[src/rtl/rr_selector_pkg.sv]
// ---------------------------------------------------------------------------
// rr_selector_pkg
//   Shared constants and helpers for the round-robin selector.
//   - HIGH/LOW      : request polarity values for the ACT parameter
//   - ENABLE/DISABLE: switch values for the MSB and RR parameters
//   - rotr()        : rotate the low n bits of a vector right by s (s < n)
//   - wrap_add()    : (a + b) mod n for a, b < n, without a divider
// ---------------------------------------------------------------------------
package rr_selector_pkg;

    localparam bit HIGH    = 1'b1;
    localparam bit LOW     = 1'b0;
    localparam bit ENABLE  = 1'b1;
    localparam bit DISABLE = 1'b0;

    // Widest lane count the rotate helper supports.
    localparam int MAX_IN = 64;

    // Bit i of the result is bit (i + s) mod n of v; bits >= n are zero.
    // Bits of v at or above n must already be zero.
    function automatic logic [MAX_IN-1:0] rotr(input logic [MAX_IN-1:0] v,
                                               input int unsigned       s,
                                               input int unsigned       n);
        logic [MAX_IN-1:0] mask;
        mask = (MAX_IN'(1) << n) - MAX_IN'(1);
        return ((v >> s) | (v << (n - s))) & mask;
    endfunction

    function automatic int unsigned wrap_add(input int unsigned a,
                                             input int unsigned b,
                                             input int unsigned n);
        int unsigned s;
        s = a + b;
        if (s >= n) s = s - n;
        return s;
    endfunction

endpackage

[src/rtl/rr_selector_pick.sv]
// ---------------------------------------------------------------------------
// rr_selector_pick
//   Fixed-priority search over an N-bit request vector.
//   Ports:
//     i_vec : request bits, active-high
//     o_idx : index of the highest set bit (MSB=ENABLE) or the lowest
//             (MSB=DISABLE); zero when no bit is set
// ---------------------------------------------------------------------------
module rr_selector_pick
    import rr_selector_pkg::*;
#(
    parameter int N   = 4,
    parameter int IW  = 2,
    parameter bit MSB = ENABLE
) (
    input  logic [N-1:0]  i_vec,
    output logic [IW-1:0] o_idx
);

    // The last match in loop order wins, so the loop runs towards the
    // preferred end.
    always_comb begin
        o_idx = '0;
        if (MSB == ENABLE) begin
            for (int i = 0; i < N; i++)
                if (i_vec[i]) o_idx = IW'(i);
        end else begin
            for (int i = N - 1; i >= 0; i--)
                if (i_vec[i]) o_idx = IW'(i);
        end
    end

endmodule

[src/rtl/rr_selector.sv]
// ---------------------------------------------------------------------------
// rr_selector
//   Picks one of IN request lanes per cycle (fixed or rotating priority)
//   and captures the winner's data word into a one-deep output register
//   with a valid/ready handshake.
//   Ports:
//     clk, reset : clock, synchronous active-high reset
//     req        : request bitmap, polarity set by ACT
//     in         : lane data, lane i is in[DATA*i +: DATA]
//     grant      : one-hot lane accepted this cycle (combinational)
//     out_valid  : output register holds a word
//     out_ready  : consumer takes the word this cycle
//     out        : captured data word
//     out_pos    : one-hot lane that produced out
//     out_cnt    : number of active requests at the capture cycle
// ---------------------------------------------------------------------------
module rr_selector
    import rr_selector_pkg::*;
#(
    parameter int DATA  = 32,
    parameter int IN    = 4,
    parameter bit ACT   = HIGH,
    parameter bit MSB   = ENABLE,
    parameter bit RR    = ENABLE,
    parameter int CNT_W = $clog2(IN + 1)
) (
    input  logic               clk,
    input  logic               reset,
    input  logic [IN-1:0]      req,
    input  logic [DATA*IN-1:0] in,
    output logic [IN-1:0]      grant,
    output logic               out_valid,
    input  logic               out_ready,
    output logic [DATA-1:0]    out,
    output logic [IN-1:0]      out_pos,
    output logic [CNT_W-1:0]   out_cnt
);

    localparam int PTR_W = $clog2(IN);
    localparam logic [PTR_W-1:0] PTR_RST = (MSB == ENABLE) ? PTR_W'(IN - 1) : '0;

    logic [IN-1:0]    w_r;
    logic [IN-1:0]    w_rot;
    logic [IN-1:0]    w_win_oh;
    logic             w_any;
    logic             w_load;
    logic [PTR_W-1:0] w_k;
    logic [PTR_W-1:0] w_p;
    logic [PTR_W-1:0] w_ptr_nxt;
    int unsigned      w_shift;
    logic [DATA-1:0]  w_data;

    logic             r_valid;
    logic [DATA-1:0]  r_out;
    logic [IN-1:0]    r_pos;
    logic [CNT_W-1:0] r_cnt;
    logic [PTR_W-1:0] r_ptr;

    function automatic logic [CNT_W-1:0] popcount(input logic [IN-1:0] v);
        logic [CNT_W-1:0] c;
        c = '0;
        for (int i = 0; i < IN; i++)
            if (v[i]) c = c + CNT_W'(1);
        return c;
    endfunction

    assign w_r    = (ACT == HIGH) ? req : ~req;
    assign w_any  = |w_r;
    // Requests are ignored while reset is asserted.
    assign w_load = w_any & (~r_valid | out_ready) & ~reset;

    // Rotate r so the fixed-priority picker sees ptr as its first candidate:
    // ascending puts ptr at bit 0, descending puts ptr at bit IN-1.
    // In fixed mode ptr stays at its reset value, which makes the shift zero.
    always_comb begin
        w_shift = (MSB == ENABLE) ? wrap_add(32'(r_ptr), 1, 32'(IN)) : 32'(r_ptr);
        w_rot   = IN'(rotr(MAX_IN'(w_r), w_shift, 32'(IN)));
    end

    rr_selector_pick #(
        .N   (IN),
        .IW  (PTR_W),
        .MSB (MSB)
    ) u_pick (
        .i_vec (w_rot),
        .o_idx (w_k)
    );

    // Undo the rotation to get the real lane, then derive the next pointer
    // one step past the winner in the search direction.
    always_comb begin
        w_p       = PTR_W'(wrap_add(32'(w_k), w_shift, 32'(IN)));
        w_win_oh  = IN'(1) << w_p;
        w_ptr_nxt = (MSB == ENABLE) ? PTR_W'(wrap_add(32'(w_p), 32'(IN - 1), 32'(IN)))
                                    : PTR_W'(wrap_add(32'(w_p), 1, 32'(IN)));
        w_data    = '0;
        for (int i = 0; i < IN; i++)
            if (w_win_oh[i]) w_data = in[DATA*i +: DATA];
    end

    assign grant = w_load ? w_win_oh : '0;

    always_ff @(posedge clk) begin
        if (reset) begin
            r_valid <= 1'b0;
            r_out   <= '0;
            r_pos   <= '0;
            r_cnt   <= '0;
            r_ptr   <= PTR_RST;
        end else if (w_load) begin
            r_valid <= 1'b1;
            r_out   <= w_data;
            r_pos   <= w_win_oh;
            r_cnt   <= popcount(w_r);
            if (RR == ENABLE) r_ptr <= w_ptr_nxt;
        end else if (r_valid && out_ready) begin
            r_valid <= 1'b0;
        end
    end

    assign out_valid = r_valid;
    assign out       = r_out;
    assign out_pos   = r_pos;
    assign out_cnt   = r_cnt;

endmodule

[config.mk]
export PLATFORM = sky130hd
export DESIGN_NAME = rr_selector
export DESIGN_NICKNAME = d
export VERILOG_FILES = /design/src/rtl/rr_selector_pkg.sv /design/src/rtl/rr_selector_pick.sv /design/src/rtl/rr_selector.sv
export SDC_FILE = /design/constraint.sdc
export NUM_CORES = 1
export LEC_CHECK = 0
export BUFFER_PORTS_ARGS = -buffer_cell sky130_fd_sc_hd__buf_2
export CAP_MARGIN = 20
export CORE_ASPECT_RATIO = 0.8
export CORE_MARGIN = 1
export CORE_UTILIZATION = 45
export DETAILED_ROUTE_END_ITERATION = 8
export GPL_ROUTABILITY_DRIVEN = 0
export PLACE_DENSITY = 0.84
export SYNTH_ARGS = -nofsm -noshare
export SYNTH_HDL_FRONTEND = slang
export SYNTH_SLANG_ARGS = --single-unit
[constraint.sdc]
create_clock -name clk -period 4.51 [get_ports clk]
set_input_delay 0.451 -clock clk [delete_from_list [all_inputs] [get_ports clk]]
set_output_delay 0.451 -clock clk [all_outputs]
set_load 0.03 [all_outputs]
After elaboration in Yosys (flattened, before gate mapping)
Index checks and enable logic that the tools add are counted.
{"block": "classes", "bitwise": 6, "eq_ne": 0, "n_lt_le_gt_ge": 3, "n_reduce_logical": 3, "n_shift": 3, "mul": 0, "mux": 23, "div_mod_pow": 0, "addsub": 10}
{"cell": "2-to-1 mux 32 bit", "count": 5}
{"cell": "adder 2 x 32 -> 32 bit", "count": 1}
{"cell": "greater-or-equal comparator 32 x 3 -> 1 bit (second input constant)", "count": 1}
{"cell": "left shift 4 x 32 -> 4 bit", "count": 1}
{"cell": "right shift 4 x 32 -> 4 bit", "count": 1}
{"cell": "subtractor 3 x 32 -> 32 bit (first input constant)", "count": 1}
{"cell": "2-to-1 mux 3 bit", "count": 9}
{"cell": "adder 3 x 1 -> 3 bit (second input constant)", "count": 3}
{"cell": "2-to-1 mux 2 bit", "count": 4}
{"cell": "greater-or-equal comparator 3 bit (second input constant)", "count": 2}
{"cell": "2-to-1 mux 1 bit", "count": 4}
{"cell": "2-to-1 mux 4 bit", "count": 1}
{"cell": "bitwise OR 4 bit", "count": 1}
{"cell": "OR reduction 4 bit", "count": 1}
{"cell": "left shift 1 x 2 -> 4 bit (first input constant)", "count": 1}
{"cell": "subtractor 2 x 1 -> 2 bit (second input constant)", "count": 2}
{"cell": "subtractor 3 x 3 -> 4 bit (second input constant)", "count": 1}
{"cell": "adder 2 x 1 -> 3 bit (second input constant)", "count": 1}
{"cell": "adder 2 x 2 -> 3 bit (second input constant)", "count": 1}
{"cell": "bitwise AND 1 bit", "count": 2}
{"cell": "inverter 1 bit", "count": 2}
{"cell": "nonzero test 2 bit", "count": 1}
{"cell": "logical AND 1 bit", "count": 1}
{"cell": "bitwise OR 1 bit", "count": 1}
{"block": "totals", "mem_bits_rw": 0, "reg_bits": 42, "n_memories": 0, "word_cells": 53, "romBits": 0, "output_inout_bits": 44, "latchBits": 0, "inputBits": 135}

Depth between registers and ports, before layout
Gate-level depths: netlist of the first run.
{"block": "depth", "depth_word": 17, "mapped_depth": 17, "ltp_nobuf": 13}

By module
From an unflattened synthesis of the first run, not the netlist that was laid out.
{"block": "hier_totals", "hier_cells": 286, "hier_area_um2": 2675.1}
{"mod": "rr_selector", "cells_per_inst": 283, "area_each_um2": 2657.5, "instances": 1, "seq_area_each_um2": 840.8}
{"mod": "rr_selector_pick", "cells_per_inst": 3, "area_each_um2": 17.5, "instances": 1, "seq_area_each_um2": 0.0}

Worst setup path before layout of the first run
OpenSTA, ideal clock, no wires.
{"block": "synth_path", "path_type": "reg-to-output", "start": "register r_ptr[0]", "end": "output port grant[2]", "setup_slack_ps": 420, "path_stages_with_launch": 14, "required_ps": 4059, "n_path_buf": 3, "arrival_ps": 3639, "path_cell_list": "dfxtp_1 -> ha_1 -> buf_4 -> mux2i_1 -> o31ai_1 -> nor2_1 -> a32o_1 -> ha_1 -> xnor2_1 -> xor2_1 -> ha_1 -> clkbuf_4 -> clkbuf_1 -> nor3b_1"}
{"block": "synth_via", "elab_chain_len": 14, "word_cells_on_any_way": 17, "classes_between": "add/sub: 5; order compare: 2; shift: 3; mux: 6; bitwise: 1"}
{"element": "start, declared", "line": "rr_selector.sv:57", "text": "logic [PTR_W-1:0] r_ptr;"}
{"element": "start signal, assigned", "line": "rr_selector.sv:115", "text": "if (RR == ENABLE) r_ptr <= w_ptr_nxt;"}
{"element": "adder 2 x 1 -> 3 bit *", "line": "rr_selector_pkg.sv:33", "text": "s = a + b;"}
{"element": "subtractor 3 x 3 -> 4 bit / greater-or-equal comparator 3 bit (equally long branches)", "line": "rr_selector_pkg.sv:34", "text": "if (s >= n) s = s - n;"}
{"element": "2-to-1 mux 32 bit *", "line": "rr_selector_pkg.sv:34"}
{"element": "subtractor 3 x 32 -> 32 bit", "line": "rr_selector_pkg.sv:26", "text": "return ((v >> s) | (v << (n - s))) & mask;"}
{"element": "left shift 4 x 32 -> 4 bit", "line": "rr_selector_pkg.sv:26"}
{"element": "bitwise OR 4 bit", "line": "rr_selector_pkg.sv:26"}
{"element": "2-to-1 mux 1 bit", "line": "rr_selector_pick.sv:26", "text": "if (i_vec[i]) o_idx = IW'(i);"}
{"element": "2-to-1 mux 2 bit (2 in a row)", "line": "rr_selector_pick.sv:26"}
{"element": "adder 2 x 32 -> 32 bit *", "line": "rr_selector_pkg.sv:33"}
{"element": "greater-or-equal comparator 32 x 3 -> 1 bit / subtractor 2 x 1 -> 2 bit (equally long branches)", "line": "rr_selector_pkg.sv:34"}
{"element": "2-to-1 mux 2 bit *", "line": "rr_selector_pkg.sv:34"}
{"element": "left shift 1 x 2 -> 4 bit *", "line": "rr_selector.sv:93", "text": "w_win_oh = IN'(1) << w_p;"}
{"element": "named net w_win_oh[2]", "line": "rr_selector.sv:44", "text": "logic [IN-1:0] w_win_oh;"}
{"element": "2-to-1 mux 4 bit *", "line": "rr_selector.sv:101", "text": "assign grant = w_load ? w_win_oh : '0;"}
{"element": "end, declared", "line": "rr_selector.sv:31", "text": "output logic [IN-1:0] grant,"}
Mark *: on every way through the listed nets, which the timed path passes. The rest lies on a longest branch.

Worst setup path after layout of the first run
{"block": "layout_path", "start": "register r_ptr[0]", "end": "output port grant[1]"}
Same word-level chain as after synthesis.

==> flow_metrics.py, run 1 <==
metrics = {
    "timing": {
        "fin_ws_ns": 0.436,
        "period_needed_ns": 4.07,
        "setup_viol": 0,
        "slew_viol_final": 0,
        "rsz0062_at_grt": "no",
        "min_period_over_period_pct": 90.3,
        "worst_pin_slew_ns": 0.678,
        "clock_skew_ns": 0.00727,
        "finalSetupTns_ns": 0,
        "maxSlewHeadroom_pct": 54.6,
        "finalHoldViolCount": 0,
        "fmax_mhz": 245,
    },
    "yosys": {
        "synthesis.area_sq_um": 3240,
        "yosys.area.top_type": "dfxtp_1",
        "synth_top_area_share_pct": 25.9,
        "yosysSeqAreaShare_pct": 25.9,
        "synth_ff_type": "dfxtp_1",
        "synthCells": 352,
        "ys_top_cells_by_area": "dfxtp_1, a221oi_2, a211oi_2",
        "yosysWarnings": 0,
        "async_reset_ff_share_pct": 0,
        "synth_cell_types": 40,
        "synth_nets": 497,
        "synth_edf_count": 0,
        "syn_area_per_cell_sq_um": 9.21,
        "ys_ff_latch": 42,
    },
    "cts": {
        "clock_sinks": 42,
        "cts-buffers-inserted": 5,
        "cts-resized-gates": 0,
        "cts_tree": "built",
        "clk_latency_ns": 0.29,
        "holdBufCountCts": 0,
        "cts_max_path_buffers": 2,
        "post_cts_buffers": 0,
        "htreeDepth": 2,
        "cts_root_buf": "clkbuf_8",
        "clkTransAtPathRegs_ns": 0.08,
    },
    "final_layout": {
        "antenna_cells": 0,
        "final_common_cell": "buf_2",
        "layout-drive-gt1-share_pct": 51.5,
        "final_cell_area_sq_um": 4180,
        "mostFrequentLayoutCells": "buf_2, dfxtp_1, nor2_1",
        "area_delta_synth_final_pct": 28.8,
        "nNetsFinal": 654,
        "fillers": 607,
    },
    "critical_path": {
        "crit_chain": "ha_1 > mux2i_1 > o31ai_1 > nor2_1 > a32o_1 > ha_1 > xnor2_1 > xnor2_1 > ha_4 > nor3b_1 > buf_2",
        "crit_fanout": 18,
        "crit_required_ns": 4.06,
        "worstPathArrival_ns": 3.62,
        "critPathLaunchType": "flip-flop",
        "critPathSlowestCell": "dfxtp_1",
        "crit_family": "adder cells",
        "max_stage_delay_ns": 0.50,
        "end_kind": "output pin",
        "r2r_slack_ns": 0.62,
        "worst-path-buf-inv": 1,
        "crit_type": "reg -> out",
    },
    "floorplan": {
        "die_h_microns": 77.9,
        "io_pins": 179,
        "die_area_sq_um": 7550,
        "die_x_microns": 96.9,
        "start_util_pct": 46.8,
        "coreArea_sq_um": 6930,
        "row_count": 27,
    },
    "placement": {
        "post-place-ws_ns": 0.591,
        "dp_hpwl_microns": 6890,
        "io_buffer_count": 178,
        "postPlaceCellArea_sq_um": 4050,
    },
    "routing": {
        "drt_iter0_drc": 130,
        "drc_errors": 0,
        "ant_nets": 0,
        "vias": 3343,
        "dr.pass1.iters": 4,
        "wirelength_microns": 9320,
        "routedWlPerCell_microns": 15.6,
        "vias_per_cell": 5.61,
    },
    "global_route": {
        "grt_pass1_vias": 3226,
        "grt_usage_pct": 23.9,
        "grt_pass1_wl_microns": 14900,
        "grt-ovfl-total": 0,
        "grt_max_degree": 42,
        "antenna_found_initial": 0,
    },
    "hold_path": {
        "hp-class": "reg -> reg",
    },
    "outcome": {
        "status": "finished clean",
    },
    "flow_run": {
        "cap_violations": 0,
    },
}
worst reg2reg max path, stage by stage (launching register included):
cell and delay, ns:
dfxtp_1 0.50, ha_1 0.42, mux2i_1 0.18, o31ai_1 0.32, nor2_1 0.10, a32o_1 0.23, ha_1 0.19, xnor2_1 0.16
xnor2_1 0.34, ha_1 0.29, nor2b_4 0.17, buf_4 0.30, a221oi_1 0.13, a211o_1 0.28, a211oi_1 0.18
layout make-up:
type	count	area, sq um	area share, %
timing repair buffer	188	978	23.4
tap	87	109	2.61
clock buffer	6	82.6	1.98
sequential	42	841	20.1
multi-input combinational	235	2000	47.8
inverter	37	139	3.33
clock inverter	1	30.0	0.719
through the flow:
step | hold slack [ns] | utilization (%) | std cells
final | 0.463 | 60.3 | 596
after detailed placement | 0.452 | 58.5 | 589
after CTS | 0.466 | 60.1 | 596
after floorplan | 0.467 | - | 352
after global routing | 0.484 | 60.3 | 596
after global placement | 0.439 | 58.5 | 589
final timing paths:
| check | depth (start not counted) | endpoint | from |
|---|---|---|---|
| setup / recovery | 11 | grant[1] | r_ptr[0]$_SDFFE_PP1P_ |
| hold / removal | 2 | out_pos[1]$_SDFFE_PP0P_ | out_pos[1]$_SDFFE_PP0P_ |
| setup reg to reg | 14 | out[17]$_SDFFE_PP0P_ | r_ptr[0]$_SDFFE_PP1P_ |
| hold reg to reg | 2 | out_pos[1]$_SDFFE_PP0P_ | out_pos[1]$_SDFFE_PP0P_ |
synthesized netlist by cell type, types with 7 or more instances:
| cell type | n |
|---|---|
| dfxtp_1 | 42 |
| nor2_1 | 40 |
| a21oi_1 | 39 |
| inv_1 | 37 |
| a211o_1 | 34 |
| a211oi_2 | 31 |
| a221oi_2 | 30 |
| nand2_1 | 13 |
| clkbuf_1 | 11 |
| buf_2 | 10 |
| ha_1 | 10 |
| buf_4 | 7 |
layer usage:
metal	share of wire, %	up-vias	track usage, %
li1	-	1611	-
met1	42	1572	28.4
met2	50	141	42.3
met3	6.5	19	5.59
met4	1.4	0	7.76
met5	0	-	0
cell families (layout without fill, tap and decap cells):
group                    after synthesis  after routing  synth area share [%]
XOR/XNOR                               5              5                  1.35
adder cells (fa/ha/maj)               10             10                  3.86
buffers and inverters                 75            232                  13.0
multiplexers                           4              4                  1.24
flip-flops                            42             42                  25.9
AO/OA/AOI/OAI                        150            150                  45.2
AND/OR/NAND/NOR                       66             66                  9.38
sequential cells by signal (all words and copies together) (netlist names):
| name | flops |
|---|---|
| out_pos | 4 |
| out_cnt | 3 |
| out | 32 |
| out_valid | 1 |
| r_ptr | 2 |
Power of run 1 is not shown: default switching activity piles up to over one toggle a cycle in this logic, so the estimate is an artifact.
==> inputs of run 2 (changes only) <==
--- a/config.mk
+++ b/config.mk
@@ -7,12 +7,15 @@
 export LEC_CHECK = 0
 export BUFFER_PORTS_ARGS = -buffer_cell sky130_fd_sc_hd__buf_2
 export CAP_MARGIN = 20
+export CELL_PAD_IN_SITES_DETAIL_PLACEMENT = 0
+export CELL_PAD_IN_SITES_GLOBAL_PLACEMENT = 1
 export CORE_ASPECT_RATIO = 0.8
 export CORE_MARGIN = 1
-export CORE_UTILIZATION = 45
+export CORE_UTILIZATION = 33
+export CTS_BUF_LIST = sky130_fd_sc_hd__clkbuf_8
 export DETAILED_ROUTE_END_ITERATION = 8
 export GPL_ROUTABILITY_DRIVEN = 0
-export PLACE_DENSITY = 0.84
+export PLACE_DENSITY = 0.86
 export SYNTH_ARGS = -nofsm -noshare
 export SYNTH_HDL_FRONTEND = slang
 export SYNTH_SLANG_ARGS = --single-unit
==> run 2 against run 1 <==
  * Setup slack got worse by 0.13 ns
  * Via count fell by 3.4%
  * Sequential share of layout area barely moved
  * Count of clock-buffer cells in the layout did not move
  * Flip-flop and latch count did not move
  * Register-to-register slack got worse by 0.08 ns
  * Die area rose by 35%
  * Design area barely moved
  * Non-clock buffer count fell by 2
  * Wire length rose by 4.7%
==> flow_metrics.py, run 2 (synthesis results as in run 1) <==
metrics = {
    "flow_run": {
        "cap_violations": 0,
    },
    "critical_path": {
        "r2r_slack_ns": 0.54,
        "crit_required_ns": 4.06,
        "end_kind": "output pin",
        "crit_type": "reg -> out",
        "crit_fanout": 34,
        "worstPathArrival_ns": 3.75,
        "critPathLaunchType": "flip-flop",
    },
    "timing": {
        "min_period_over_period_pct": 93.2,
        "worst_pin_slew_ns": 0.963,
        "setup_viol": 0,
        "fmax_mhz": 238,
        "maxSlewHeadroom_pct": 35.6,
        "finalSetupTns_ns": 0,
        "rsz0062_at_grt": "no",
        "period_needed_ns": 4.20,
        "slew_viol_final": 0,
        "clock_skew_ns": 0.00703,
        "finalHoldViolCount": 0,
        "fin_ws_ns": 0.306,
        "hold_slack_ns": 0.469,
    },
    "routing": {
        "wirelength_microns": 9760,
        "routedWlPerCell_microns": 15.7,
        "vias_per_cell": 5.19,
        "ant_nets": 0,
        "dr.pass1.iters": 4,
        "drc_errors": 0,
        "vias": 3231,
        "drt_iter0_drc": 184,
    },
    "global_route": {
        "grt_pass1_wl_microns": 15200,
        "grt_pass1_vias": 3051,
        "grt_max_degree": 66,
        "antenna_found_initial": 0,
        "grt_usage_pct": 18.5,
        "grt-ovfl-total": 0,
    },
    "floorplan": {
        "die_x_microns": 113,
        "row_count": 31,
        "io_pins": 179,
        "coreArea_sq_um": 9310,
        "start_util_pct": 34.8,
        "die_h_microns": 90.6,
        "die_area_sq_um": 10200,
    },
    "cts": {
        "cts_tree": "built",
        "htreeDepth": 2,
        "clkTransAtPathRegs_ns": 0.09,
        "clk_latency_ns": 0.29,
        "cts-buffers-inserted": 5,
        "cts_max_path_buffers": 2,
        "post_cts_buffers": 0,
        "cts_root_buf": "clkbuf_8",
        "clock_sinks": 42,
    },
    "hold_path": {
        "hp-class": "reg -> reg",
    },
    "final_layout": {
        "antenna_cells": 0,
        "largest_reg_flops": 32,
        "final_cells": 623,
        "layout-drive-gt1-share_pct": 51.4,
        "area_delta_synth_final_pct": 28.7,
        "mostFrequentLayoutCells": "buf_2, dfxtp_1, nor2_1",
        "fillers": 946,
        "nNetsFinal": 652,
        "final_common_cell": "buf_2",
    },
    "placement": {
        "dpl.cell_count": 615,
        "io_buffer_count": 178,
        "post-place-ws_ns": 0.509,
        "dp_hpwl_microns": 7200,
    },
    "outcome": {
        "status": "finished clean",
    },
}
-- run 2: changes by cell type in the layout (fill, tap and decap cells not counted), sizes merged --
cell / previous run / this run
clkinv: 0 / 1
bufinv: 1 / 0
buf: 188 / 186
clkinvlp: 0 / 1
-- run 2: routing by layer --
layer  track usage, %  wire [microns]  share of wire (%)
met5                0               0                  0
met4             4.00              89               0.91
met3             3.29             511                5.2
met2             32.1            4730                 48
met1             23.7            4430                 45
-- run 2: layout make-up --
class | count | area [sq um] | share of cell area (%)
timing repair buffer | 186 | 967 | 23.2
sequential | 42 | 841 | 20.2
clock buffer | 6 | 82.6 | 1.98
inverter | 37 | 139 | 3.33
tap | 115 | 144 | 3.45
multi-input combinational | 235 | 1990 | 47.6
clock inverter | 2 | 12.5 | 0.300
-- run 2: worst max-delay path, cell delays in order (launching register included) --
cell and delay [ns]:
dfxtp_1 0.51, ha_1 0.42, mux2i_1 0.17, o31ai_1 0.34
nor2_1 0.09, a32o_1 0.23, ha_1 0.19, xnor2_1 0.24
xnor2_1 0.20, ha_2 0.26, buf_6 0.34, nor3b_1 0.23
buf_2 0.23
-- run 2: through the flow --
stage	util, %	area, sq um
after global placement	43.8	4070
after global routing	44.8	4170
after CTS	44.8	4170
after floorplan	-	3240
final	44.8	4170
after detailed placement	43.8	4070
-- run 2: what timing repair did --
action                                  CTS  global route
hold buffers                              0             0
endpoints found under the setup margin    0             1
gates resized for setup                   0             1
-- run 2: worst paths after layout --
kind,endpoint,cells past startpoint,from
hold reg to reg,out_pos[1]$_SDFFE_PP0P_,2,out_pos[1]$_SDFFE_PP0P_
setup reg to reg,out[18]$_SDFFE_PP0P_,14,r_ptr[0]$_SDFFE_PP1P_
hold / removal,out_pos[1]$_SDFFE_PP0P_,2,out_pos[1]$_SDFFE_PP0P_
setup / recovery,grant[1],12,r_ptr[0]$_SDFFE_PP1P_
Power of run 2 is left out for the same reason.
==> inputs of run 3 (changes only) <==
--- a/config.mk
+++ b/config.mk
@@ -10,12 +10,13 @@
 export CELL_PAD_IN_SITES_DETAIL_PLACEMENT = 0
 export CELL_PAD_IN_SITES_GLOBAL_PLACEMENT = 1
 export CORE_ASPECT_RATIO = 0.8
-export CORE_MARGIN = 1
+export CORE_MARGIN = 5
 export CORE_UTILIZATION = 33
 export CTS_BUF_LIST = sky130_fd_sc_hd__clkbuf_8
 export DETAILED_ROUTE_END_ITERATION = 8
 export GPL_ROUTABILITY_DRIVEN = 0
 export PLACE_DENSITY = 0.86
+export SETUP_SLACK_MARGIN = 0.5
 export SYNTH_ARGS = -nofsm -noshare
 export SYNTH_HDL_FRONTEND = slang
 export SYNTH_SLANG_ARGS = --single-unit
==> run 3 against run 2 <==
  * Via count up 0.68%
  * Setup slack better by 0.42 ns
  * Global-route usage fell by 1.9 points
  * Critical path type unchanged
==> flow_metrics.py, run 3 (synthesis results as in run 1) <==
metrics = {
    "cts": {
        "cts_max_path_buffers": 2,
        "cts_root_buf": "clkbuf_8",
        "clk_latency_ns": 0.29,
        "post_cts_buffers": 0,
        "cts-buffers-inserted": 5,
        "cts_tree": "built",
        "clkTransAtPathRegs_ns": 0.09,
        "htreeDepth": 2,
        "clock_sinks": 42,
        "holdBufCountCts": 0,
    },
    "placement": {
        "io_buffer_count": 178,
        "dp_hpwl_microns": 7840,
        "dpl.cell_count": 621,
        "post-place-ws_ns": 0.689,
        "postPlaceCellArea_sq_um": 4100,
    },
    "final_layout": {
        "nNetsFinal": 654,
        "area_delta_synth_final_pct": 30.9,
        "final_cell_area_sq_um": 4240,
        "largest_reg_flops": 32,
        "fillers": 958,
        "layout-drive-gt1-share_pct": 52.7,
        "antenna_cells": 0,
        "final_cells": 629,
        "mostFrequentLayoutCells": "buf_2, dfxtp_1, nor2_1",
        "final_common_cell": "buf_2",
    },
    "global_route": {
        "grt_max_degree": 66,
        "grt_pass1_wl_microns": 16500,
        "grt_pass1_vias": 3342,
        "antenna_found_initial": 0,
        "grt-ovfl-total": 0,
        "grt_usage_pct": 16.6,
    },
    "critical_path": {
        "critPathSlowestCell": "dfxtp_2",
        "worstPathArrival_ns": 3.33,
        "end_kind": "output pin",
        "crit_chain": "ha_4 > mux2i_1 > o31ai_2 > nor2_1 > a32o_1 > ha_1 > xnor2_2 > xnor2_1 > ha_2 > buf_6 > nor3b_1 > buf_2",
        "crit_type": "reg -> out",
        "critPathLaunchType": "flip-flop",
        "crit_required_ns": 4.06,
        "crit_fanout": 16,
        "max_stage_delay_ns": 0.44,
        "crit_family": "adder cells",
        "worst-path-buf-inv": 2,
    },
    "floorplan": {
        "start_util_pct": 33.7,
        "die_h_microns": 98.6,
        "row_count": 32,
        "die_x_microns": 121,
        "io_pins": 179,
        "coreArea_sq_um": 9610,
        "die_area_sq_um": 11900,
    },
    "routing": {
        "vias_per_cell": 5.17,
        "ant_nets": 0,
        "routedWlPerCell_microns": 16.4,
        "vias": 3253,
        "drt_iter0_drc": 90,
        "drc_errors": 0,
        "wirelength_microns": 10300,
        "dr.pass1.iters": 4,
    },
    "timing": {
        "maxSlewHeadroom_pct": 50.2,
        "worst_pin_slew_ns": 0.746,
        "setup_viol": 0,
        "fmax_mhz": 264,
        "finalHoldViolCount": 0,
        "clock_skew_ns": 0.00738,
        "period_needed_ns": 3.78,
        "rsz0062_at_grt": "no",
        "slew_viol_final": 0,
        "finalSetupTns_ns": 0,
        "fin_ws_ns": 0.728,
        "min_period_over_period_pct": 83.9,
    },
    "hold_path": {
        "hp-class": "reg -> reg",
    },
    "outcome": {
        "status": "finished clean",
    },
    "flow_run": {
        "cap_violations": 0,
    },
}
## run 3: changes by cell type in the layout (fill, tap and decap cells not counted), moves of 2 or more
cell,previous run,this run
buf_4,6,8
clkbuf_8,6,8
nor3b_1,4,2
nor3b_2,0,2
## run 3: what timing repair did
action / CTS / global route
endpoints found under the setup margin: 1 / 3
gates resized for setup: 3 / 3
pin swaps: 0 / 0
## run 3: final cells by class
type | count | area (sq um) | area share [%]
clock buffer | 8 | 110 | 2.60
sequential | 42 | 842 | 19.8
tap | 119 | 149 | 3.51
multi-input combinational | 235 | 2020 | 47.6
inverter | 37 | 139 | 3.27
timing repair buffer | 188 | 982 | 23.1
## run 3: worst paths after layout
check                               start                       to  slack [ns]  depth (start not counted)
setup / recovery    r_ptr[0]$_SDFFE_PP1P_                 grant[1]        0.73                         12
hold / removal    out_cnt[0]$_SDFFE_PP0P_  out_cnt[0]$_SDFFE_PP0P_        0.46                          2
setup reg to reg    r_ptr[0]$_SDFFE_PP1P_     out[18]$_SDFFE_PP0P_        0.94                         14
hold reg to reg   out_cnt[0]$_SDFFE_PP0P_  out_cnt[0]$_SDFFE_PP0P_        0.46                          2
## run 3: tightest hold or removal path: stages (launching register included)
cell and delay [ns]:
dfxtp_1 0.32, nand2_1 0.05, a21oi_1 0.05
## run 3: through the flow
step / util [%] / hold slack, ns
floorplan: - / 0.467
global placement: 42.7 / 0.442
detailed placement: 42.7 / 0.449
CTS: 43.9 / 0.464
global route: 44.2 / 0.499
finish: 44.2 / 0.459
## run 3: metal layers
metal	global-route usage [%]	wire, microns	up-vias
met3	4.93	803	4
li1	-	-	1609
met2	28.9	5020	123
met5	0	0	-
met1	20.8	4440	1517
met4	1.92	36	0
Power of run 3 is left out for the same reason.
